## config.mk

```make
export PLATFORM = sky130hd
export DESIGN_NAME = tpu_host_seq_flat
export DESIGN_NICKNAME = d
export VERILOG_FILES = /design/src/rtl/tpu_host_seq_if.sv /design/src/rtl/tpu_host_seq.sv /design/src/flat_wrapper.sv
export SDC_FILE = /design/constraint.sdc
export NUM_CORES = 1
export LEC_CHECK = 0
export ABC_AREA = 1
export ABC_CLOCK_PERIOD_IN_PS = 1550
export BUFFER_PORTS_ARGS = -buffer_cell sky130_fd_sc_hd__clkbuf_2
export CORE_UTILIZATION = 43
export DETAILED_ROUTE_END_ITERATION = 8
export GPL_TIMING_DRIVEN = 0
export PLACE_DENSITY = 0.75
export SETUP_SLACK_MARGIN = 0.02
export SYNTH_ARGS = -nofsm -noshare
export SYNTH_HDL_FRONTEND = slang
export SYNTH_SLANG_ARGS = --single-unit
```

## constraint.sdc

```tcl
create_clock -name clk -period 1.55 [get_ports clk]
set_clock_uncertainty 0.15 [all_clocks]
set_input_delay 0.0775 -clock clk [delete_from_list [all_inputs] [get_ports clk]]
set_output_delay 0.0775 -clock clk [all_outputs]
set_load 0.01 [all_outputs]
```

## src/rtl/tpu_host_seq_if.sv

```systemverilog
`default_nettype none
// ---------------------------------------------------------------------------
// tpu_host_seq_if : job stream, result stream and TPU bus bundle.  Rev 1.0
// ---------------------------------------------------------------------------
interface tpu_host_seq_if #(
  parameter int ADDRW = 16,
  parameter int DATAW = 64
);
  logic             start;
  logic             busy;
  logic             done;
  logic             in_valid;
  logic             in_ready;
  logic [DATAW-1:0] in_data;
  logic             out_valid;
  logic             out_ready;
  logic [DATAW-1:0] out_data;
  logic             out_last;
  logic             tpu_r_w;
  logic [ADDRW-1:0] tpu_addr;
  logic [DATAW-1:0] tpu_wdata;
  logic [DATAW-1:0] tpu_rdata;

  // Host/DMA fabric and TPU side of the sequencer.
  modport master (
    output start, in_valid, in_data, out_ready, tpu_rdata,
    input  busy, done, in_ready, out_valid, out_data, out_last,
           tpu_r_w, tpu_addr, tpu_wdata
  );

  // The sequencer itself.
  modport slave (
    input  start, in_valid, in_data, out_ready, tpu_rdata,
    output busy, done, in_ready, out_valid, out_data, out_last,
           tpu_r_w, tpu_addr, tpu_wdata
  );
endinterface
`default_nettype wire

```

## src/rtl/tpu_host_seq.sv

```systemverilog
`default_nettype none
// ---------------------------------------------------------------------------
// tpu_host_seq : loads A/B rows onto the TPU bus, fires MATMUL, streams C out.
// Rev 1.0
// ---------------------------------------------------------------------------
module tpu_host_seq #(
  parameter int BITS_AB    = 8,
  parameter int BITS_C     = 16,
  parameter int DIM        = 8,
  parameter int ADDRW      = 16,
  parameter int DATAW      = 64,
  parameter int MUL_CYCLES = 24
) (
  input  logic          clk,
  input  logic          rst_n,
  tpu_host_seq_if.slave bus
);

  localparam int ROWW = (DIM > 1) ? $clog2(DIM) : 1;
  localparam int CNTW = $clog2(MUL_CYCLES + 1);

  localparam logic [ROWW-1:0]  ROW_LAST = ROWW'(DIM - 1);
  localparam logic [CNTW-1:0]  CNT_LOAD = CNTW'(MUL_CYCLES);
  localparam logic [ADDRW-1:0] A_BASE   = ADDRW'(16'h0100);
  localparam logic [ADDRW-1:0] B_BASE   = ADDRW'(16'h0200);
  localparam logic [ADDRW-1:0] C_BASE   = ADDRW'(16'h0300);
  localparam logic [ADDRW-1:0] MUL_ADDR = ADDRW'(16'h0400);
  localparam logic [ADDRW-1:0] HI_OFS   = ADDRW'(8);

  generate
    if ((DIM * BITS_AB != DATAW) || (DIM * BITS_C != 2 * DATAW) ||
        (MUL_CYCLES < 3 * DIM - 2)) begin : g_param_check
      $error("tpu_host_seq: inconsistent DIM/BITS_AB/BITS_C/DATAW/MUL_CYCLES");
    end
  endgenerate

  typedef enum logic [3:0] {
    S_IDLE, S_LOAD_A, S_LOAD_B, S_MUL, S_WAIT,
    S_RD_LO, S_CAP_LO, S_HOLD_LO,
    S_RD_HI, S_CAP_HI, S_HOLD_HI, S_DONE
  } state_t;

  state_t           state_q, state_d;
  logic [ROWW-1:0]  row_q, row_d;
  logic [CNTW-1:0]  cnt_q, cnt_d;
  logic             busy_q, busy_d;
  logic             done_q, done_d;
  logic             in_ready_q, in_ready_d;
  logic             out_valid_q, out_valid_d;
  logic [DATAW-1:0] out_data_q, out_data_d;
  logic             out_last_q, out_last_d;
  logic             r_w_q, r_w_d;
  logic [ADDRW-1:0] addr_q, addr_d;
  logic [DATAW-1:0] wdata_q, wdata_d;

  logic             w_accept;
  logic [ROWW-1:0]  w_row_inc;
  logic [ADDRW-1:0] w_row_x8;
  logic [ADDRW-1:0] w_row_x16;
  logic [ADDRW-1:0] w_inc_x16;

  assign w_accept  = bus.in_valid & in_ready_q;
  assign w_row_inc = row_q + ROWW'(1);
  assign w_row_x8  = ADDRW'(row_q) << 3;
  assign w_row_x16 = ADDRW'(row_q) << 4;
  assign w_inc_x16 = ADDRW'(w_row_inc) << 4;

  // Bus fields default to the idle pattern; each state only asserts what it drives next cycle.
  always_comb begin
    state_d     = state_q;
    row_d       = row_q;
    cnt_d       = cnt_q;
    busy_d      = busy_q;
    done_d      = 1'b0;
    in_ready_d  = in_ready_q;
    out_valid_d = out_valid_q;
    out_data_d  = out_data_q;
    out_last_d  = out_last_q;
    r_w_d       = 1'b0;
    addr_d      = '0;
    wdata_d     = '0;

    case (state_q)
      S_IDLE: begin
        if (bus.start) begin
          state_d    = S_LOAD_A;
          row_d      = '0;
          busy_d     = 1'b1;
          in_ready_d = 1'b1;
        end
      end

      S_LOAD_A, S_LOAD_B: begin
        if (w_accept) begin
          r_w_d   = 1'b1;
          addr_d  = ((state_q == S_LOAD_A) ? A_BASE : B_BASE) + w_row_x8;
          wdata_d = bus.in_data;
          if (row_q == ROW_LAST) begin
            row_d = '0;
            if (state_q == S_LOAD_A) begin
              state_d = S_LOAD_B;
            end else begin
              state_d    = S_MUL;
              in_ready_d = 1'b0;
            end
          end else begin
            row_d = w_row_inc;
          end
        end
      end

      S_MUL: begin
        r_w_d   = 1'b1;
        addr_d  = MUL_ADDR;
        state_d = S_WAIT;
        cnt_d   = CNT_LOAD;
      end

      // The first WAIT cycle carries the MATMUL write, so one extra count keeps
      // MUL_CYCLES idle cycles before the first read address.
      S_WAIT: begin
        if (cnt_q == '0) begin
          state_d = S_RD_LO;
          row_d   = '0;
          addr_d  = C_BASE;
        end else begin
          cnt_d = cnt_q - CNTW'(1);
        end
      end

      S_RD_LO: state_d = S_CAP_LO;

      S_CAP_LO: begin
        out_data_d  = bus.tpu_rdata;
        out_valid_d = 1'b1;
        out_last_d  = 1'b0;
        state_d     = S_HOLD_LO;
      end

      S_HOLD_LO: begin
        if (bus.out_ready) begin
          out_valid_d = 1'b0;
          addr_d      = C_BASE + w_row_x16 + HI_OFS;
          state_d     = S_RD_HI;
        end
      end

      S_RD_HI: state_d = S_CAP_HI;

      S_CAP_HI: begin
        out_data_d  = bus.tpu_rdata;
        out_valid_d = 1'b1;
        out_last_d  = (row_q == ROW_LAST);
        state_d     = S_HOLD_HI;
      end

      S_HOLD_HI: begin
        if (bus.out_ready) begin
          out_valid_d = 1'b0;
          out_last_d  = 1'b0;
          if (row_q != ROW_LAST) begin
            row_d   = w_row_inc;
            addr_d  = C_BASE + w_inc_x16;
            state_d = S_RD_LO;
          end else begin
            state_d = S_DONE;
            done_d  = 1'b1;
            busy_d  = 1'b0;
          end
        end
      end

      S_DONE: state_d = S_IDLE;

      default: begin
        state_d     = S_IDLE;
        busy_d      = 1'b0;
        in_ready_d  = 1'b0;
        out_valid_d = 1'b0;
        out_last_d  = 1'b0;
      end
    endcase
  end

  always_ff @(posedge clk or negedge rst_n) begin
    if (!rst_n) begin
      state_q     <= S_IDLE;
      row_q       <= '0;
      cnt_q       <= '0;
      busy_q      <= 1'b0;
      done_q      <= 1'b0;
      in_ready_q  <= 1'b0;
      out_valid_q <= 1'b0;
      out_data_q  <= '0;
      out_last_q  <= 1'b0;
      r_w_q       <= 1'b0;
      addr_q      <= '0;
      wdata_q     <= '0;
    end else begin
      state_q     <= state_d;
      row_q       <= row_d;
      cnt_q       <= cnt_d;
      busy_q      <= busy_d;
      done_q      <= done_d;
      in_ready_q  <= in_ready_d;
      out_valid_q <= out_valid_d;
      out_data_q  <= out_data_d;
      out_last_q  <= out_last_d;
      r_w_q       <= r_w_d;
      addr_q      <= addr_d;
      wdata_q     <= wdata_d;
    end
  end

  assign bus.busy      = busy_q;
  assign bus.done      = done_q;
  assign bus.in_ready  = in_ready_q;
  assign bus.out_valid = out_valid_q;
  assign bus.out_data  = out_data_q;
  assign bus.out_last  = out_last_q;
  assign bus.tpu_r_w   = r_w_q;
  assign bus.tpu_addr  = addr_q;
  assign bus.tpu_wdata = wdata_q;

endmodule
`default_nettype wire

```

## src/flat_wrapper.sv

```systemverilog
// flat-port wrapper written by rule: the top's interface ports become plain ports
module tpu_host_seq_flat 
#(
  parameter int BITS_AB    = 8,
  parameter int BITS_C     = 16,
  parameter int DIM        = 8,
  parameter int ADDRW      = 16,
  parameter int DATAW      = 64,
  parameter int MUL_CYCLES = 24
)
  (clk, rst_n, bus_start, bus_in_valid, bus_in_data, bus_out_ready, bus_tpu_rdata, bus_busy, bus_done, bus_in_ready, bus_out_valid, bus_out_data, bus_out_last, bus_tpu_r_w, bus_tpu_addr, bus_tpu_wdata);
  tpu_host_seq_if #(.ADDRW(ADDRW), .DATAW(DATAW)) bus_i ();
  input  logic clk;
  input  logic rst_n;
  input wire logic [$bits(bus_i.start)-1:0] bus_start;
  input wire logic [$bits(bus_i.in_valid)-1:0] bus_in_valid;
  input wire logic [$bits(bus_i.in_data)-1:0] bus_in_data;
  input wire logic [$bits(bus_i.out_ready)-1:0] bus_out_ready;
  input wire logic [$bits(bus_i.tpu_rdata)-1:0] bus_tpu_rdata;
  output wire logic [$bits(bus_i.busy)-1:0] bus_busy;
  output wire logic [$bits(bus_i.done)-1:0] bus_done;
  output wire logic [$bits(bus_i.in_ready)-1:0] bus_in_ready;
  output wire logic [$bits(bus_i.out_valid)-1:0] bus_out_valid;
  output wire logic [$bits(bus_i.out_data)-1:0] bus_out_data;
  output wire logic [$bits(bus_i.out_last)-1:0] bus_out_last;
  output wire logic [$bits(bus_i.tpu_r_w)-1:0] bus_tpu_r_w;
  output wire logic [$bits(bus_i.tpu_addr)-1:0] bus_tpu_addr;
  output wire logic [$bits(bus_i.tpu_wdata)-1:0] bus_tpu_wdata;
  assign bus_i.start = bus_start;
  assign bus_i.in_valid = bus_in_valid;
  assign bus_i.in_data = bus_in_data;
  assign bus_i.out_ready = bus_out_ready;
  assign bus_i.tpu_rdata = bus_tpu_rdata;
  assign bus_busy = bus_i.busy;
  assign bus_done = bus_i.done;
  assign bus_in_ready = bus_i.in_ready;
  assign bus_out_valid = bus_i.out_valid;
  assign bus_out_data = bus_i.out_data;
  assign bus_out_last = bus_i.out_last;
  assign bus_tpu_r_w = bus_i.tpu_r_w;
  assign bus_tpu_addr = bus_i.tpu_addr;
  assign bus_tpu_wdata = bus_i.tpu_wdata;
  tpu_host_seq #(.BITS_AB(BITS_AB), .BITS_C(BITS_C), .DIM(DIM), .ADDRW(ADDRW), .DATAW(DATAW), .MUL_CYCLES(MUL_CYCLES)) u_core (.clk(clk), .rst_n(rst_n), .bus(bus_i));
endmodule
```

-- Word level (Yosys, flattened, before mapping)
Index checks and enable logic that the tools add are counted.
- bits in registers: 162
- bits of input ports: 133
- output and inout port bits: 150
- logic and storage cells: 108
- add/subtract/negate cells: 6
- equal/unequal tests: 24
- multiplexer cells: 43
- bitwise gates (word level): 5
- reductions and logical operators: 18
- operators by type and width (operator ; number):
    64-bit two-way mux ; 2
    16-bit one-hot mux with 5 select lines ; 1
    16-bit two-way mux ; 4
    4-bit one-hot mux with 10 select lines ; 1
    4-bit two-way mux ; 7
    10-bit by 7-bit adder with 11-bit output, first input constant ; 2
    10-bit two-way mux ; 2
    3-bit two-way mux ; 6
    9-bit OR reduction ; 2
    16-bit by 4-bit adder with 16-bit output, second input constant ; 1
    16-bit by 6-bit adder with 16-bit output ; 1
    4-bit by 3-bit == test with 1-bit output, second input constant ; 4
    4-bit == test, second input constant ; 4
    1-bit two-way mux ; 12
    2-bit inequality test, second input constant ; 6
    1-bit one-hot mux with 3 select lines ; 4
    3-bit one-hot mux with 4 select lines ; 1
    6-bit AND reduction ; 2
    2-bit by 1-bit inequality test with 1-bit output, second input constant ; 5
    5-bit one-hot mux with 2 select lines ; 1
    10-bit OR reduction ; 1
    4-bit by 2-bit == test with 1-bit output, second input constant ; 2
    8-bit OR reduction ; 1
    2-bit AND reduction ; 3
    16 further kinds ; 21

-- Logic depth before layout (Yosys ltp)
Gate-level depths: netlist (run 1).
- depth in word-level cells: 5
- mapped depth: 10
- gate-level depth less buffers: 9

-- Least setup slack after synthesis (run 1)
Ideal clock, no wire load.
- path kind: register -> register
- start: register u_core.row_q[0]
- end: register u_core.row_q[2]
- library setup time: 0.117 ns
- data arrival time: 1.301 ns
- data required time: 1.283 ns
- path slack: -0.017 ns
- cell stages (with the launch flop): 9
- path buffers: 0
- clock period less this slack: 1.567 ns
- cells stage by stage: dfrtp_1 -> ha_1 -> ha_1 -> nand2_1 -> nand2_1 -> nor2_2 -> nand2_2 -> nand2_1 -> nand2_1
- word-level cells in the longest chain between the ends: 4
- elaborated cells between the ends (all ways): 10
- classes of those cells: 1 x add/sub; 3 x eq/ne; 5 x mux; 1 x reduce/logical
- RTL lines (element ; RTL line ; source):
    start: declaration ; tpu_host_seq.sv:44 ; logic [ROWW-1:0] row_q, row_d;
    start signal: assignment ; tpu_host_seq.sv:201 ; row_q <= row_d;
    3-bit by 1-bit adder with 3-bit output / 3-bit == test (equally long branches) ; tpu_host_seq.sv:63, tpu_host_seq.sv:98 ;
    3-bit two-way mux, on equally long branches ; tpu_host_seq.sv:161, tpu_host_seq.sv:98 ;
    3-bit two-way mux, on equally long branches ; tpu_host_seq.sv:158, tpu_host_seq.sv:94 ;
    3-bit one-hot mux with 4 select lines ; tpu_host_seq.sv:83 ; case (state_q)
Several ways; a longest one is shown, not always the timed one. The select of a mux whose other input is x is not followed.
A chain may end at the register's enable or synchronous reset.

-- Worst setup path in the final report (run 1)
- start: register u_core.state_q[1]
- end: register u_core.wdata_q[30], in the netlist u_core.bus.tpu_wdata[30]
- word-level cells in the longest chain between the ends: 3
- elaborated cells between the ends (all ways): 4
- classes of those cells: 2 x eq/ne; 1 x mux; 1 x reduce/logical
- RTL lines (element ; RTL line ; source):
    start: declaration ; tpu_host_seq.sv:43 ; state_t state_q, state_d;
    start signal: assignment ; tpu_host_seq.sv:200 ; state_q <= state_d;
    4-bit by 2-bit == test with 1-bit output / 4-bit by 1-bit == test with 1-bit output (equally long branches) ; tpu_host_seq.sv:83 ;
    2-bit OR reduction * ; tpu_host_seq.sv:83 ;
    64-bit two-way mux * ; tpu_host_seq.sv:83 ;
    net u_core.wdata_d[30] ; tpu_host_seq.sv:54 ; logic [DATAW-1:0] wdata_q, wdata_d;
    end signal: assignment ; tpu_host_seq.sv:211 ; wdata_q <= wdata_d;
    end: declaration ; tpu_host_seq.sv:54 ;
Mark *: on every way through the listed nets, which the timed path passes. The rest lies on a longest branch.

==> metrics.txt, run 1 <==
# TYPE chip_impl_metric gauge
chip_impl_metric{name="achievable-frequency",unit="MHz"} 587
chip_impl_metric{name="core-area",unit="um^2"} 14500
chip_impl_metric{name="cts_sinks",unit=""} 153
chip_impl_metric{name="final_layout_size_suffix_gt1_share",unit="%"} 46.3
chip_impl_metric{name="detailedPlacementHpwl",unit="um"} 11500
chip_impl_metric{name="vdd_ir_drop_max",unit="V"} 0.000963
chip_impl_metric{name="max_slew_margin",unit="%"} 55.9
chip_impl_metric{name="final_min_period_over_clock_period",unit="%"} 110
chip_impl_metric{name="synth.yosys.seq_area_share",unit="%"} 59.6
chip_impl_metric{name="num_vias",unit=""} 6413
chip_impl_metric{name="synth_cells",unit=""} 671
chip_impl_metric{name="gp_congestion",unit=""} 0.884
chip_impl_info{name="synth_common_cells",value="nand2_1, dfrtp_1, inv_1"} 1
chip_impl_metric{name="drc",unit=""} 0
chip_impl_metric{name="vias_per_cell",unit=""} 4.80
chip_impl_metric{name="detailed_place.area",unit="um^2"} 8100
chip_impl_info{name="timing.critical_path.mode_cell",value="nand2_4"} 1
chip_impl_metric{name="number_of_enable_type_register_cells_in_the_synthesized_netlist",unit=""} 0
chip_impl_info{name="path_cells",value="inv_4 > nand2_4 > nand2_4 > nand2_4 > nor2_4 > clkinv_4 > clkbuf_16 > clkbuf_16 > nor2_4"} 1
chip_impl_metric{name="initial_utilization",unit="%"} 44.2
chip_impl_metric{name="postSynthAreaPerCell",unit="um^2"} 9.58
chip_impl_metric{name="wl_per_cell",unit="um"} 16.4
chip_impl_metric{name="grt_first_pass_wirelength",unit="um"} 32000
chip_impl_metric{name="path_buf_inv",unit=""} 4
chip_impl_info{name="grt_setup_unrepaired",value="yes"} 1
chip_impl_metric{name="port-buffer-count",unit=""} 273
chip_impl_info{name="yosys.area.top_type",value="dfrtp_1"} 1
chip_impl_metric{name="fin_crit",unit="ns"} 1.70
chip_impl_metric{name="die_area",unit="um^2"} 15400
chip_impl_info{name="hold_path_class",value="in -> async"} 1
chip_impl_metric{name="ff_latch_area",unit="um^2"} 3830
chip_impl_metric{name="clockBufferDepth",unit=""} 2
chip_impl_metric{name="synthDistinctLibCells",unit=""} 27
chip_impl_metric{name="powerDensity",unit="nW/um^2"} 1540
chip_impl_metric{name="post-route-cell-area",unit="um^2"} 11100
chip_impl_metric{name="antenna_violating_nets_post_route",unit=""} 0
chip_impl_metric{name="vert_die_dim",unit="um"} 124
chip_impl_metric{name="count_of_filler_cells_inserted_in_the_layout",unit=""} 851
chip_impl_metric{name="grt_util_all_layers",unit="%"} 26.5
chip_impl_info{name="worstReg2RegEnd",value="u_core.bus.tpu_wdata[30]"} 1
chip_impl_info{name="status",value="finished, violations left"} 1
chip_impl_info{name="critical_path.slowest_cell",value="dfrtp_2"} 1
chip_impl_info{name="path_delay_family",value="buffers and inverters"} 1
chip_impl_metric{name="power.leakage",unit="nW"} 6.11
chip_impl_info{name="tritoncts",value="done"} 1
chip_impl_metric{name="cts_inserted_buffers",unit=""} 17
chip_impl_metric{name="slew_violations",unit=""} 0
chip_impl_metric{name="die_w",unit="um"} 124
chip_impl_metric{name="synthDominantCellAreaShare",unit="%"} 59.6
chip_impl_metric{name="num-nets-final",unit=""} 1276
chip_impl_info{name="timing.setup.critical_path_class",value="reg -> reg"} 1
chip_impl_metric{name="top_fanout_value_on_the_critical_path",unit=""} 5
chip_impl_metric{name="max_cap_viol_count",unit=""} 0
chip_impl_metric{name="final_hold_viol_count",unit=""} 0
chip_impl_metric{name="postSynthRegisterBits",unit=""} 153
chip_impl_info{name="failed_checks",value="setup timing"} 1
chip_impl_info{name="cts_root_cell",value="clkbuf_16"} 1
chip_impl_metric{name="worst-endpoint-arrival",unit="ns"} 1.91
chip_impl_metric{name="yosys_warnings",unit=""} 0
chip_impl_metric{name="drt_wl_total",unit="um"} 22000
chip_impl_metric{name="first_global_vias",unit=""} 6562
chip_impl_metric{name="antenna_cells_inserted",unit=""} 0
chip_impl_metric{name="worst_setup_hold_path_clk_slew",unit="ns"} 0.06
chip_impl_info{name="post-synth-top-count-cell",value="nand2_1"} 1
chip_impl_metric{name="final_setup_violating_endpoints",unit=""} 141
chip_impl_metric{name="initial_drt_markers",unit=""} 420
chip_impl_metric{name="final_util",unit="%"} 76.4
chip_impl_metric{name="setup_slack",unit="ns"} -0.154
chip_impl_metric{name="syn-cell-area",unit="um^2"} 6430
chip_impl_info{name="start_kind",value="flop"} 1
chip_impl_metric{name="overall_overflow_remaining_after_global_route",unit=""} 0
chip_impl_metric{name="firstDrtPassIters",unit=""} 5
chip_impl_metric{name="area_growth_syn_to_layout",unit="%"} 72.7
chip_impl_metric{name="regToRegSetupSlack",unit="ns"} -0.15
chip_impl_metric{name="grt_max_degree",unit=""} 81
chip_impl_metric{name="cts.htree.levels",unit=""} 4
chip_impl_metric{name="tightest_slew",unit="ns"} 0.661
chip_impl_metric{name="design.portCount",unit=""} 283
chip_impl_metric{name="antenna_violations_before_repair",unit=""} 0
chip_impl_info{name="netlist_top_cells_area",value="dfrtp_1, nand2_1, nor2_4, inv_1, buf_4"} 1
chip_impl_info{name="critPathCaptureType",value="flop"} 1
chip_impl_metric{name="crit_required",unit="ns"} 1.76
chip_impl_metric{name="rows",unit=""} 44
chip_impl_info{name="rr_startpoint",value="u_core.state_q[1]"} 1
chip_impl_metric{name="multi_input_area",unit="um^2"} 2430
chip_impl_metric{name="worstRegToRegCells",unit=""} 9
chip_impl_metric{name="ys_async_sr_fraction",unit="%"} 100
chip_impl_metric{name="insertion_delay",unit="ns"} 0.42
chip_impl_metric{name="stage_delay_of_the_slowest_cell_on_the_critical_path",unit="ns"} 0.47
chip_impl_info{name="synth-main-ff-cell",value="dfrtp_1"} 1
-- metrics by stage --
step	total power [W]	setup WS, ns	setup TNS [ns]	hold WS, ns	cells
finish	0.0171	-0.154	-13.64	0.0711	1336
global route	0.0180	-0.212	-22.23	0.153	1336
CTS	0.0158	-0.0654	-3.15	0.123	1318
detailed placement	0.0106	-0.197	-16.34	0.0133	1137
global placement	0.0104	-2.45	-387.84	0.120	1136
floorplan	0.00862	0.0245	0	-0.368	679
-- area by class of cell --
| cell class | instances | share of cell area [%] |
|---|---|---|
| Buffer | 33 | 3.91 |
| Clock buffer | 19 | 4.08 |
| Clock inverter | 13 | 1.72 |
| Inverter | 87 | 3.12 |
| Multi-Input combinational cell | 406 | 21.9 |
| Sequential cell | 153 | 34.5 |
| Tap cell | 184 | 2.07 |
| Timing Repair Buffer | 441 | 28.7 |
-- timing repair --
item | 4_1_cts | 5_1_grt
hold buffers | 132 | 0
endpoints found under the hold margin | 216 | 0
gates resized for setup | 53 | 130
pin swaps | 13 | 26
cloned | 0 | 8
setup endpoints to repair | 145 | 150
buffers inserted | 17 | 10
-- sequential cells by signal, summed over array words and instances (netlist names) --
signal,cells
u_core.bus.in_ready,1
u_core.cnt_q,5
u_core.bus.tpu_r_w,1
u_core.bus.out_data,64
u_core.row_q,3
u_core.bus.tpu_addr,7
u_core.bus.out_valid,1
u_core.bus.busy,1
u_core.bus.done,1
u_core.bus.out_last,1
u_core.state_q,4
u_core.bus.tpu_wdata,64
-- power breakdown --
group          switching [W]  internal [W]
sequential          0.000785       0.00519
clock                0.00172       0.00280
combinational        0.00376       0.00288
-- placed cells by master (no fill, tap or decap), types with 4 or more instances in the layout --
master	n
clkbuf_2	272
nand2_1	206
dfrtp_1	151
dlygate4sd3_1	132
inv_1	77
nor2_4	57
nand2_2	37
buf_4	29
clkbuf_16	25
nor2_2	23
nand2_4	17
buf_6	16
nand3_1	14
conb_1	9
buf_12	8
nor2_1	7
a21oi_1	6
inv_4	4
inv_2	4
o21ai_1	4
buf_16	4
o21ai_0	4
bufinv_16	4
-- metal layers --
layer | vias up | track usage (%) | part of all wire [%]
met2 | 341 | 47.8 | 54
met5 | - | 0 | 0
met4 | 0 | 13.7 | 4.5
met1 | 3068 | 27.8 | 34
li1 | 2921 | - | -
met3 | 83 | 7.77 | 7.5
-- cells by family (layout without fill, tap and decap cells) --
group	after synthesis	in the layout	share of synthesized area, %
other	1	9	0.0583
adders and majority gates	4	4	0.779
buffers and inverters	120	593	9.79
DFF	153	153	59.6
and+or+nand+nor	368	368	27.6
AOI/OAI and AO/OA	25	25	2.24
-- worst max-delay path by stage --
stage                            from                       end  slack, ns  cells after the start
global placement                rst_n   u_core.bus.out_data[13]      -2.45                      1
finish              u_core.state_q[1]  u_core.bus.tpu_wdata[30]      -0.15                      9
floorplan           u_core.state_q[2]    u_core.bus.out_data[0]       0.02                      9
global route        u_core.state_q[2]   u_core.bus.out_data[11]      -0.21                      9
detailed placement  u_core.state_q[2]   u_core.bus.out_data[36]      -0.20                      9
CTS                 u_core.state_q[1]  u_core.bus.tpu_wdata[34]      -0.07                      9
Note: power is estimated with default switching activity, not from simulation.
==> run 2, diff against run 1 <==
--- a/config.mk
+++ b/config.mk
@@ -5,13 +5,13 @@
 export SDC_FILE = /design/constraint.sdc
 export NUM_CORES = 1
 export LEC_CHECK = 0
-export ABC_AREA = 1
+export ABC_AREA = 0
 export ABC_CLOCK_PERIOD_IN_PS = 1550
-export BUFFER_PORTS_ARGS = -buffer_cell sky130_fd_sc_hd__clkbuf_2
-export CORE_UTILIZATION = 43
+export CORE_UTILIZATION = 48
 export DETAILED_ROUTE_END_ITERATION = 8
+export DONT_BUFFER_PORTS = 1
 export GPL_TIMING_DRIVEN = 0
-export PLACE_DENSITY = 0.75
+export PLACE_DENSITY = 0.63
 export SETUP_SLACK_MARGIN = 0.02
 export SYNTH_ARGS = -nofsm -noshare
 export SYNTH_HDL_FRONTEND = slang
==> run 2 against run 1 <==
Net effect:
- the run now fails in clock tree synthesis (4_1_cts)
- synthesized cell count is 35% lower
- area after synthesis fell by 7.3%
==> metrics.txt, run 2 <==
# TYPE chip_impl_metric gauge
chip_impl_metric{name="postSynthAreaPerCell",unit="um^2"} 13.7
chip_impl_metric{name="vert_die_dim",unit="um"} 113
chip_impl_metric{name="synth_cells",unit=""} 434
chip_impl_metric{name="clockBufferDepth",unit=""} 2
chip_impl_metric{name="ys_async_sr_fraction",unit="%"} 100
chip_impl_info{name="yosys.area.top_type",value="dfrtp_1"} 1
chip_impl_metric{name="cts_hold_repair.buffers",unit=""} 131
chip_impl_metric{name="gp_congestion",unit=""} 0.880
chip_impl_metric{name="design.portCount",unit=""} 283
chip_impl_metric{name="detailedPlacementHpwl",unit="um"} 9960
chip_impl_metric{name="die_w",unit="um"} 113
chip_impl_info{name="status",value="stopped before the end"} 1
chip_impl_info{name="netlist_top_cells_area",value="dfrtp_1, mux2_1, and2_1, buf_4, nand2_1"} 1
chip_impl_metric{name="cts_inserted_buffers",unit=""} 17
chip_impl_metric{name="syn-cell-area",unit="um^2"} 5960
chip_impl_info{name="last_stage_the_flow_got_to",value="clock tree synthesis (4_1_cts)"} 1
chip_impl_metric{name="postSynthRegisterBits",unit=""} 153
chip_impl_info{name="cts_root_cell",value="clkbuf_16"} 1
chip_impl_metric{name="cts_resized",unit=""} 22
chip_impl_metric{name="synthDistinctLibCells",unit=""} 57
chip_impl_metric{name="synth.yosys.seq_area_share",unit="%"} 64.3
chip_impl_info{name="firstError",value="[ERROR RSZ-0060] Max buffer count reached."} 1
chip_impl_metric{name="dp_slack",unit="ns"} -0.960
chip_impl_metric{name="synthDominantCellAreaShare",unit="%"} 64.3
chip_impl_metric{name="place_inst",unit=""} 610
chip_impl_metric{name="yosys_warnings",unit=""} 0
chip_impl_metric{name="cts_sinks",unit=""} 153
chip_impl_metric{name="cts_post_setup_buffers_inserted",unit=""} 10
chip_impl_metric{name="cts.htree.levels",unit=""} 4
chip_impl_info{name="synth-main-ff-cell",value="dfrtp_1"} 1
chip_impl_metric{name="rows",unit=""} 40
chip_impl_metric{name="number_of_enable_type_register_cells_in_the_synthesized_netlist",unit=""} 0
chip_impl_info{name="post-synth-top-count-cell",value="dfrtp_1"} 1
chip_impl_info{name="synth_common_cells",value="dfrtp_1, and2_1, mux2_1"} 1
chip_impl_metric{name="port-buffer-count",unit=""} 0
chip_impl_metric{name="initial_utilization",unit="%"} 49.4
-- run 2: cell types whose count changed after synthesis, sizes merged, moves of 7 or more --
cell and change:
and2 +65, buf -11, clkbuf +7, inv -78
mux2 +66, nand2 -243, nand3 -10, nor2 -80
-- run 2: logic make-up after synthesis --
logic type | after synthesis | share of synthesized area (%)
flops | 153 | 64.3
xor+xnor | 3 | 0.441
mux | 69 | 13.0
fa+ha+maj | 5 | 1.01
buf+inv | 39 | 4.14
other cells | 1 | 0.0629
simple gates | 124 | 12.4
compound gates | 40 | 4.68
-- run 2: stage by stage --
step | utilization, % | TNS [ns] | instance area, um^2
after detailed placement | 54.3 | -65.92 | 6550
after floorplan | - | -25.71 | 6330
after global placement | 54.3 | -66.86 | 6550
==> run 3, diff against run 2 <==
--- a/config.mk
+++ b/config.mk
@@ -6,13 +6,12 @@
 export NUM_CORES = 1
 export LEC_CHECK = 0
 export ABC_AREA = 0
-export ABC_CLOCK_PERIOD_IN_PS = 1550
-export CORE_UTILIZATION = 48
+export ABC_CLOCK_PERIOD_IN_PS = 2000
+export CORE_UTILIZATION = 33
 export DETAILED_ROUTE_END_ITERATION = 8
 export DONT_BUFFER_PORTS = 1
 export GPL_TIMING_DRIVEN = 0
-export PLACE_DENSITY = 0.63
-export SETUP_SLACK_MARGIN = 0.02
+export PLACE_DENSITY_LB_ADDON = 0.15
 export SYNTH_ARGS = -nofsm -noshare
 export SYNTH_HDL_FRONTEND = slang
 export SYNTH_SLANG_ARGS = --single-unit
==> constraint.sdc (replaced) <==
create_clock -name clk -period 2 [get_ports clk]
set_clock_uncertainty 0.15 [all_clocks]
set_input_delay 0.1 -clock clk [delete_from_list [all_inputs] [get_ports clk]]
set_output_delay 0.1 -clock clk [all_outputs]
set_load 0.01 [all_outputs]
==> run 3 against run 2 <==
Net effect:
- the flow now finishes, with violations (hold timing, setup timing)
- area after synthesis is the same
- synthesized cell count is the same
==> metrics.txt, run 3 <==
# TYPE chip_impl_metric gauge
chip_impl_info{name="timing.setup.critical_path_class",value="reg -> reg"} 1
chip_impl_metric{name="cts_sinks",unit=""} 153
chip_impl_metric{name="first_global_vias",unit=""} 4262
chip_impl_metric{name="port-buffer-count",unit=""} 0
chip_impl_metric{name="vert_die_dim",unit="um"} 136
chip_impl_metric{name="stage_delay_of_the_slowest_cell_on_the_critical_path",unit="ns"} 0.49
chip_impl_metric{name="cts_inserted_buffers",unit=""} 17
chip_impl_metric{name="finalPower",unit="W"} 0.0118
chip_impl_info{name="critPathCaptureType",value="flop"} 1
chip_impl_metric{name="num_vias",unit=""} 3935
chip_impl_metric{name="area_growth_syn_to_layout",unit="%"} 41.7
chip_impl_metric{name="place_inst",unit=""} 667
chip_impl_info{name="start_kind",value="flop"} 1
chip_impl_metric{name="grt_first_pass_wirelength",unit="um"} 22900
chip_impl_metric{name="die_area",unit="um^2"} 18600
chip_impl_info{name="synth_common_cells",value="dfrtp_1, and2_1, mux2_1"} 1
chip_impl_metric{name="postSynthAreaPerCell",unit="um^2"} 13.7
chip_impl_info{name="critical_path.slowest_cell",value="or4b_4"} 1
chip_impl_metric{name="final_min_period_over_clock_period",unit="%"} 109
chip_impl_metric{name="insertion_delay",unit="ns"} 0.41
chip_impl_metric{name="rows",unit=""} 48
chip_impl_metric{name="firstDrtPassIters",unit=""} 4
chip_impl_metric{name="detailedPlacementHpwl",unit="um"} 9930
chip_impl_metric{name="final_setup_violating_endpoints",unit=""} 69
chip_impl_metric{name="synthDominantCellAreaShare",unit="%"} 64.3
chip_impl_info{name="yosys.area.top_type",value="dfrtp_1"} 1
chip_impl_info{name="failed_checks",value="hold timing, setup timing"} 1
chip_impl_info{name="cts_root_cell",value="clkbuf_16"} 1
chip_impl_metric{name="vdd_ir_drop_max",unit="V"} 0.000710
chip_impl_metric{name="design.portCount",unit=""} 283
chip_impl_metric{name="yosys_warnings",unit=""} 0
chip_impl_metric{name="cts_hold_repair.buffers",unit=""} 131
chip_impl_metric{name="final_util",unit="%"} 48.3
chip_impl_metric{name="achievable-frequency",unit="MHz"} 460
chip_impl_metric{name="worst-endpoint-arrival",unit="ns"} 2.32
chip_impl_info{name="synth-main-ff-cell",value="dfrtp_1"} 1
chip_impl_metric{name="grt_max_degree",unit=""} 154
chip_impl_metric{name="powerDensity",unit="nW/um^2"} 1400
chip_impl_metric{name="cts.htree.levels",unit=""} 4
chip_impl_metric{name="ys_async_sr_fraction",unit="%"} 100
chip_impl_metric{name="antenna_violating_nets_post_route",unit=""} 0
chip_impl_metric{name="fin_crit",unit="ns"} 2.18
chip_impl_metric{name="vias_per_cell",unit=""} 4.66
chip_impl_info{name="grt_setup_unrepaired",value="yes"} 1
chip_impl_info{name="hold_path_class",value="in -> async"} 1
chip_impl_metric{name="clockBufferDepth",unit=""} 2
chip_impl_metric{name="die_w",unit="um"} 136
chip_impl_metric{name="final_layout_size_suffix_gt1_share",unit="%"} 14.7
chip_impl_metric{name="drt_wl_total",unit="um"} 15200
chip_impl_metric{name="overall_overflow_remaining_after_global_route",unit=""} 0
chip_impl_metric{name="synth_cells",unit=""} 434
chip_impl_info{name="tritoncts",value="done"} 1
chip_impl_metric{name="initial_utilization",unit="%"} 34.1
chip_impl_info{name="layout.cells.most_common",value="dfrtp_1"} 1
chip_impl_metric{name="detailed_place.area",unit="um^2"} 6280
chip_impl_metric{name="synth.yosys.seq_area_share",unit="%"} 64.3
chip_impl_metric{name="wl_per_cell",unit="um"} 18.0
chip_impl_metric{name="top_fanout_value_on_the_critical_path",unit=""} 3
chip_impl_metric{name="max_cap_viol_count",unit=""} 0
chip_impl_metric{name="slew_violations",unit=""} 0
chip_impl_metric{name="timing.hold.ws",unit="ns"} -0.771
chip_impl_metric{name="setup_slack",unit="ns"} -0.175
chip_impl_metric{name="syn-cell-area",unit="um^2"} 5960
chip_impl_info{name="status",value="finished, violations left"} 1
chip_impl_metric{name="grt_util_all_layers",unit="%"} 16.4
chip_impl_metric{name="drc",unit=""} 0
chip_impl_metric{name="crit_required",unit="ns"} 2.15
chip_impl_metric{name="synthDistinctLibCells",unit=""} 57
chip_impl_metric{name="number_of_enable_type_register_cells_in_the_synthesized_netlist",unit=""} 0
chip_impl_metric{name="initial_drt_markers",unit=""} 150
chip_impl_info{name="path_cells",value="inv_1 > ha_2 > or4b_4 > a222oi_1 > mux2_2"} 1
chip_impl_metric{name="gp_congestion",unit=""} 0.816
chip_impl_metric{name="core-area",unit="um^2"} 17500
chip_impl_metric{name="worst_setup_hold_path_clk_slew",unit="ns"} 0.06
chip_impl_metric{name="num-nets-final",unit=""} 743
chip_impl_info{name="commonest_cells_after_routing_fill_and_taps_aside",value="dfrtp_1, dlygate4sd3_1, and2_1, mux2_1, buf_4"} 1
chip_impl_metric{name="postSynthRegisterBits",unit=""} 153
chip_impl_metric{name="antenna_violations_before_repair",unit=""} 0
chip_impl_metric{name="power.leakage",unit="nW"} 3.85
chip_impl_info{name="post-synth-top-count-cell",value="dfrtp_1"} 1
chip_impl_metric{name="final_cells",unit=""} 844
chip_impl_info{name="netlist_top_cells_area",value="dfrtp_1, mux2_1, and2_1, buf_4, nand2_1"} 1
chip_impl_metric{name="final_hold_viol_count",unit=""} 153
chip_impl_metric{name="antenna_cells_inserted",unit=""} 0
chip_impl_metric{name="post-route-cell-area",unit="um^2"} 8440
run 3: metrics by stage:
| stage | setup slack [ns] | setup TNS (ns) | hold WS [ns] |
|---|---|---|---|
| 2_1_floorplan | -0.223 | -0.253 | -0.346 |
| 3_3_place_gp | -0.626 | -54.60 | -0.341 |
| 3_5_place_dp | -0.602 | -53.53 | -0.342 |
| 4_1_cts | -0.160 | -0.365 | -0.791 |
| 5_1_grt | -0.244 | -9.83 | -0.800 |
| 6_report | -0.175 | -3.36 | -0.771 |
run 3: final timing paths:
kind / start / endpoint / slack, ns / cells past startpoint
max in group asynchronous: rst_n / u_core.bus.out_data[34] / 2.28 / 0
hold / removal: rst_n / u_core.bus.tpu_wdata[49] / -0.77 / 0
min in group clk: bus_start / u_core.bus.busy / 0.12 / 4
setup / recovery: u_core.cnt_q[1] / u_core.state_q[0] / -0.18 / 5
setup reg to reg: u_core.cnt_q[1] / u_core.state_q[0] / -0.18 / 5
hold reg to reg: u_core.cnt_q[4] / u_core.cnt_q[4] / 0.35 / 2
run 3: area by class of cell:
| class | instances | area (um^2) |
|---|---|---|
| Multi-Input combinational cell | 250 | 2040 |
| Inverter | 9 | 33.8 |
| Timing Repair Buffer | 145 | 1430 |
| Sequential cell | 153 | 3830 |
| Tap cell | 225 | 282 |
| Clock buffer | 22 | 454 |
| Buffer | 30 | 233 |
| Fill cell | 1549 | 9030 |
| Clock inverter | 10 | 143 |
run 3: what timing repair did:
action / CTS / global route
resized for setup: 25 / 8
cloned: 0 / 0
hold endpoints to repair: 297 / 153
endpoints found under the setup margin: 140 / 112
pin swaps: 3 / 4
setup buffers: 11 / 3
run 3: logic make-up after synthesis:
group           Yosys count  synth area share (%)
flops                   153                  64.3
xor+xnor                  3                 0.441
buf+inv                  39                  4.14
compound gates           40                  4.68
mux                      69                  13.0
other cells               1                0.0629
fa+ha+maj                 5                  1.01
simple gates            124                  12.4
run 3: where the power goes:
part / leakage (nW) / switching (W) / internal (W) / total (W)
combinational: 1.61 / 0.00151 / 0.00174 / 0.00325
clock: 0.289 / 0.00124 / 0.00201 / 0.00324
sequential: 1.95 / 0.00121 / 0.00409 / 0.00530
run 3: worst max-delay path, delay by kind of cell (launching register included):
family,cells,cell delay (ns)
flip-flops,1,0.38
multiplexers,1,0.38
adder cells (fa/ha/maj),1,0.17
buffers and inverters,1,0.07
AO/OA/AOI/OAI,1,0.43
AND/OR/NAND/NOR,1,0.49
run 3: per-layer routing:
layer	vias to the layer above	part of all wire [%]	track usage, %
met2	167	55	29.8
met3	25	6.8	5.18
met1	1946	36	17.2
li1	1797	-	-
met4	0	2.4	7.59
met5	-	0	0
==> run 4, diff against run 3 <==
--- a/config.mk
+++ b/config.mk
@@ -6,7 +6,7 @@
 export NUM_CORES = 1
 export LEC_CHECK = 0
 export ABC_AREA = 0
-export ABC_CLOCK_PERIOD_IN_PS = 2000
+export ABC_CLOCK_PERIOD_IN_PS = 2620
 export CORE_UTILIZATION = 33
 export DETAILED_ROUTE_END_ITERATION = 8
 export DONT_BUFFER_PORTS = 1
==> constraint.sdc (replaced) <==
create_clock -name clk -period 2.62 [get_ports clk]
set_clock_uncertainty 0.15 [all_clocks]
set_input_delay 0.131 -clock clk [delete_from_list [all_inputs] [get_ports clk]]
set_output_delay 0.131 -clock clk [all_outputs]
set_load 0.01 [all_outputs]
==> run 4 against run 3 <==
Net effect:
- the run ends with hold timing left
- fmax decreased by 11%
- via count decreased by 0.38%
- flip-flop and latch count unchanged
- combinational power decreased by 33%
- clock power decreased by 26%
- final area decreased by 3.1%
- clock-buffer cell count unchanged
- wire length decreased by 1.5%
- utilization decreased by 1.5 points
- critical endpoint unchanged
- largest cell class unchanged
==> metrics.txt, run 4 (synthesis gave the netlist of run 3 again) <==
# TYPE chip_impl_metric gauge
chip_impl_metric{name="post-route-cell-area",unit="um^2"} 8180
chip_impl_metric{name="stage_delay_of_the_slowest_cell_on_the_critical_path",unit="ns"} 0.43
chip_impl_metric{name="worst-endpoint-arrival",unit="ns"} 2.60
chip_impl_info{name="timing.setup.critical_path_class",value="reg -> reg"} 1
chip_impl_metric{name="die_area",unit="um^2"} 18600
chip_impl_metric{name="cts_sinks",unit=""} 153
chip_impl_metric{name="setup_tns",unit="ns"} 0
chip_impl_metric{name="cts_inserted_buffers",unit=""} 17
chip_impl_metric{name="die_w",unit="um"} 136
chip_impl_metric{name="finalPower",unit="W"} 0.00858
chip_impl_metric{name="core-area",unit="um^2"} 17500
chip_impl_info{name="critical_path.slowest_cell",value="dfrtp_1"} 1
chip_impl_metric{name="power_frac_clock",unit="%"} 28.0
chip_impl_metric{name="detailedPlacementHpwl",unit="um"} 9890
chip_impl_metric{name="first_global_vias",unit=""} 4195
chip_impl_metric{name="initial_utilization",unit="%"} 34.1
chip_impl_metric{name="vert_die_dim",unit="um"} 136
chip_impl_metric{name="crit_required",unit="ns"} 2.77
chip_impl_metric{name="area_growth_syn_to_layout",unit="%"} 37.4
chip_impl_info{name="start_kind",value="flop"} 1
chip_impl_metric{name="path_buf_inv",unit=""} 1
chip_impl_metric{name="cts_hold_repair.buffers",unit=""} 131
chip_impl_metric{name="final_setup_violating_endpoints",unit=""} 0
chip_impl_info{name="timing.critical_path.mode_cell",value="ha_1"} 1
chip_impl_metric{name="vdd_ir_drop_max",unit="V"} 0.000541
chip_impl_metric{name="num_vias",unit=""} 3920
chip_impl_metric{name="drt_wl_total",unit="um"} 15000
chip_impl_metric{name="regToRegSetupSlack",unit="ns"} 0.17
chip_impl_metric{name="rows",unit=""} 48
chip_impl_metric{name="achievable-frequency",unit="MHz"} 409
chip_impl_metric{name="gp_congestion",unit=""} 0.896
chip_impl_metric{name="cts.htree.levels",unit=""} 4
chip_impl_metric{name="firstDrtPassIters",unit=""} 4
chip_impl_metric{name="cell_internal_pwr",unit="W"} 0.00570
chip_impl_metric{name="fin_crit",unit="ns"} 2.45
chip_impl_metric{name="power.net_switching",unit="W"} 0.00289
chip_impl_metric{name="port-buffer-count",unit=""} 0
chip_impl_info{name="commonest_cells_after_routing_fill_and_taps_aside",value="dfrtp_1, dlygate4sd3_1, and2_1, mux2_1"} 1
chip_impl_metric{name="vias_per_cell",unit=""} 4.71
chip_impl_metric{name="grt_max_degree",unit=""} 154
chip_impl_info{name="tritoncts",value="done"} 1
chip_impl_metric{name="clockBufferDepth",unit=""} 2
chip_impl_metric{name="num-nets-final",unit=""} 731
chip_impl_info{name="critPathCaptureType",value="flop"} 1
chip_impl_metric{name="detailed_place.area",unit="um^2"} 6270
chip_impl_metric{name="initial_drt_markers",unit=""} 152
chip_impl_info{name="layout.cells.most_common",value="dfrtp_1"} 1
chip_impl_info{name="path_delay_family",value="compound AO/OA/AOI/OAI gates"} 1
chip_impl_info{name="path_cells",value="ha_1 > ha_1 > nand3_1 > a32o_1 > a222oi_1 > buf_4 > mux2_2"} 1
chip_impl_metric{name="insertion_delay",unit="ns"} 0.42
chip_impl_metric{name="final_hold_viol_count",unit=""} 153
chip_impl_metric{name="wl_per_cell",unit="um"} 18.0
chip_impl_metric{name="count_of_filler_cells_inserted_in_the_layout",unit=""} 1533
chip_impl_info{name="failed_checks",value="hold timing"} 1
chip_impl_metric{name="design.portCount",unit=""} 283
chip_impl_info{name="cts_root_cell",value="clkbuf_16"} 1
chip_impl_metric{name="grt_first_pass_wirelength",unit="um"} 22600
chip_impl_metric{name="timing.hold.ws",unit="ns"} -0.743
chip_impl_metric{name="power_share_of_the_combinational_group",unit="%"} 25.3
chip_impl_metric{name="antenna_cells_inserted",unit=""} 0
chip_impl_info{name="grt_setup_unrepaired",value="no"} 1
chip_impl_metric{name="antenna_violations_before_repair",unit=""} 0
chip_impl_metric{name="grt_util_all_layers",unit="%"} 16.2
chip_impl_metric{name="overall_overflow_remaining_after_global_route",unit=""} 0
chip_impl_metric{name="final_layout_size_suffix_gt1_share",unit="%"} 10.5
chip_impl_metric{name="antenna_violating_nets_post_route",unit=""} 0
chip_impl_metric{name="sequentialPowerShare",unit="%"} 46.7
chip_impl_metric{name="swShare",unit="%"} 33.6
chip_impl_metric{name="top_fanout_value_on_the_critical_path",unit=""} 6
chip_impl_info{name="status",value="finished, violations left"} 1
chip_impl_metric{name="drc",unit=""} 0
chip_impl_info{name="hold_path_class",value="in -> async"} 1
chip_impl_metric{name="max_cap_viol_count",unit=""} 0
chip_impl_metric{name="max_slew_margin",unit="%"} 57.2
chip_impl_metric{name="powerDensity",unit="nW/um^2"} 1050
chip_impl_metric{name="slew_violations",unit=""} 0
chip_impl_metric{name="power.leakage",unit="nW"} 3.74
chip_impl_metric{name="final_min_period_over_clock_period",unit="%"} 93.4
chip_impl_metric{name="worst_setup_hold_path_clk_slew",unit="ns"} 0.07
chip_impl_metric{name="tightest_slew",unit="ns"} 0.642
## run 4: path summary, 6_finish.rpt
path,from,endpoint,cells after the start
hold reg to reg,u_core.cnt_q[4],u_core.cnt_q[4],2
max in group asynchronous,rst_n,u_core.bus.out_data[22],0
min in group clk,bus_start,u_core.bus.busy,4
setup reg to reg,u_core.row_q[0],u_core.state_q[0],7
hold / removal,rst_n,u_core.bus.tpu_addr[6],0
setup / recovery,u_core.row_q[0],u_core.state_q[0],7
## run 4: final cells by class
| type | count | area, um^2 | share of cell area, % |
|---|---|---|---|
| plain buffers | 30 | 213 | 2.60 |
| clock inverters | 10 | 118 | 1.44 |
| inverters | 9 | 33.8 | 0.413 |
| multi-input cells | 250 | 1920 | 23.5 |
| repair buffers | 133 | 1330 | 16.2 |
| clock buffers | 22 | 464 | 5.67 |
| well taps | 225 | 282 | 3.44 |
| flip-flops and latches | 153 | 3830 | 46.8 |
## run 4: what timing repair did
item                                    4_1_cts  5_1_grt
resized for setup                             0        1
buffers inserted                              0        2
endpoints found under the hold margin       294      153
endpoints found under the setup margin        0       30
## run 4: worst register-to-register path: cells and delay by family (launching register included)
family | cells | cell delay, ns
mux | 1 | 0.33
flops | 1 | 0.43
simple gates | 1 | 0.16
buf+inv | 1 | 0.21
compound gates | 2 | 0.56
fa+ha+maj | 2 | 0.50
## run 4: layer usage
metal / global-route usage, % / share of wire (%) / vias to the layer above
met5: 0 / 0 / -
met1: 17.4 / 37 / 1918
li1: - / - / 1779
met3: 6.45 / 8.8 / 27
met4: 7.10 / 2.0 / 0
met2: 28.1 / 52 / 196
## run 4: power groups by stage
stage / clock, W / combinational, W / sequential, W
floorplan: 0 / 0.00158 / 0.00385
global placement: 0 / 0.00191 / 0.00407
detailed placement: 0 / 0.00196 / 0.00406
CTS: 0.00248 / 0.00212 / 0.00402
global route: 0.00259 / 0.00241 / 0.00413
finish: 0.00240 / 0.00217 / 0.00401
## run 4: per-stage QoR
stage               instances  utilization, %  setup slack [ns]  hold slack [ns]
floorplan                 442               -             0.397           -0.315
global placement          667            35.9            0.0590           -0.310
detailed placement        667            35.9            0.0609           -0.311
CTS                       830            46.7            0.0350           -0.765
global route              832            46.8            0.0482           -0.776
finish                    832            46.8             0.174           -0.743
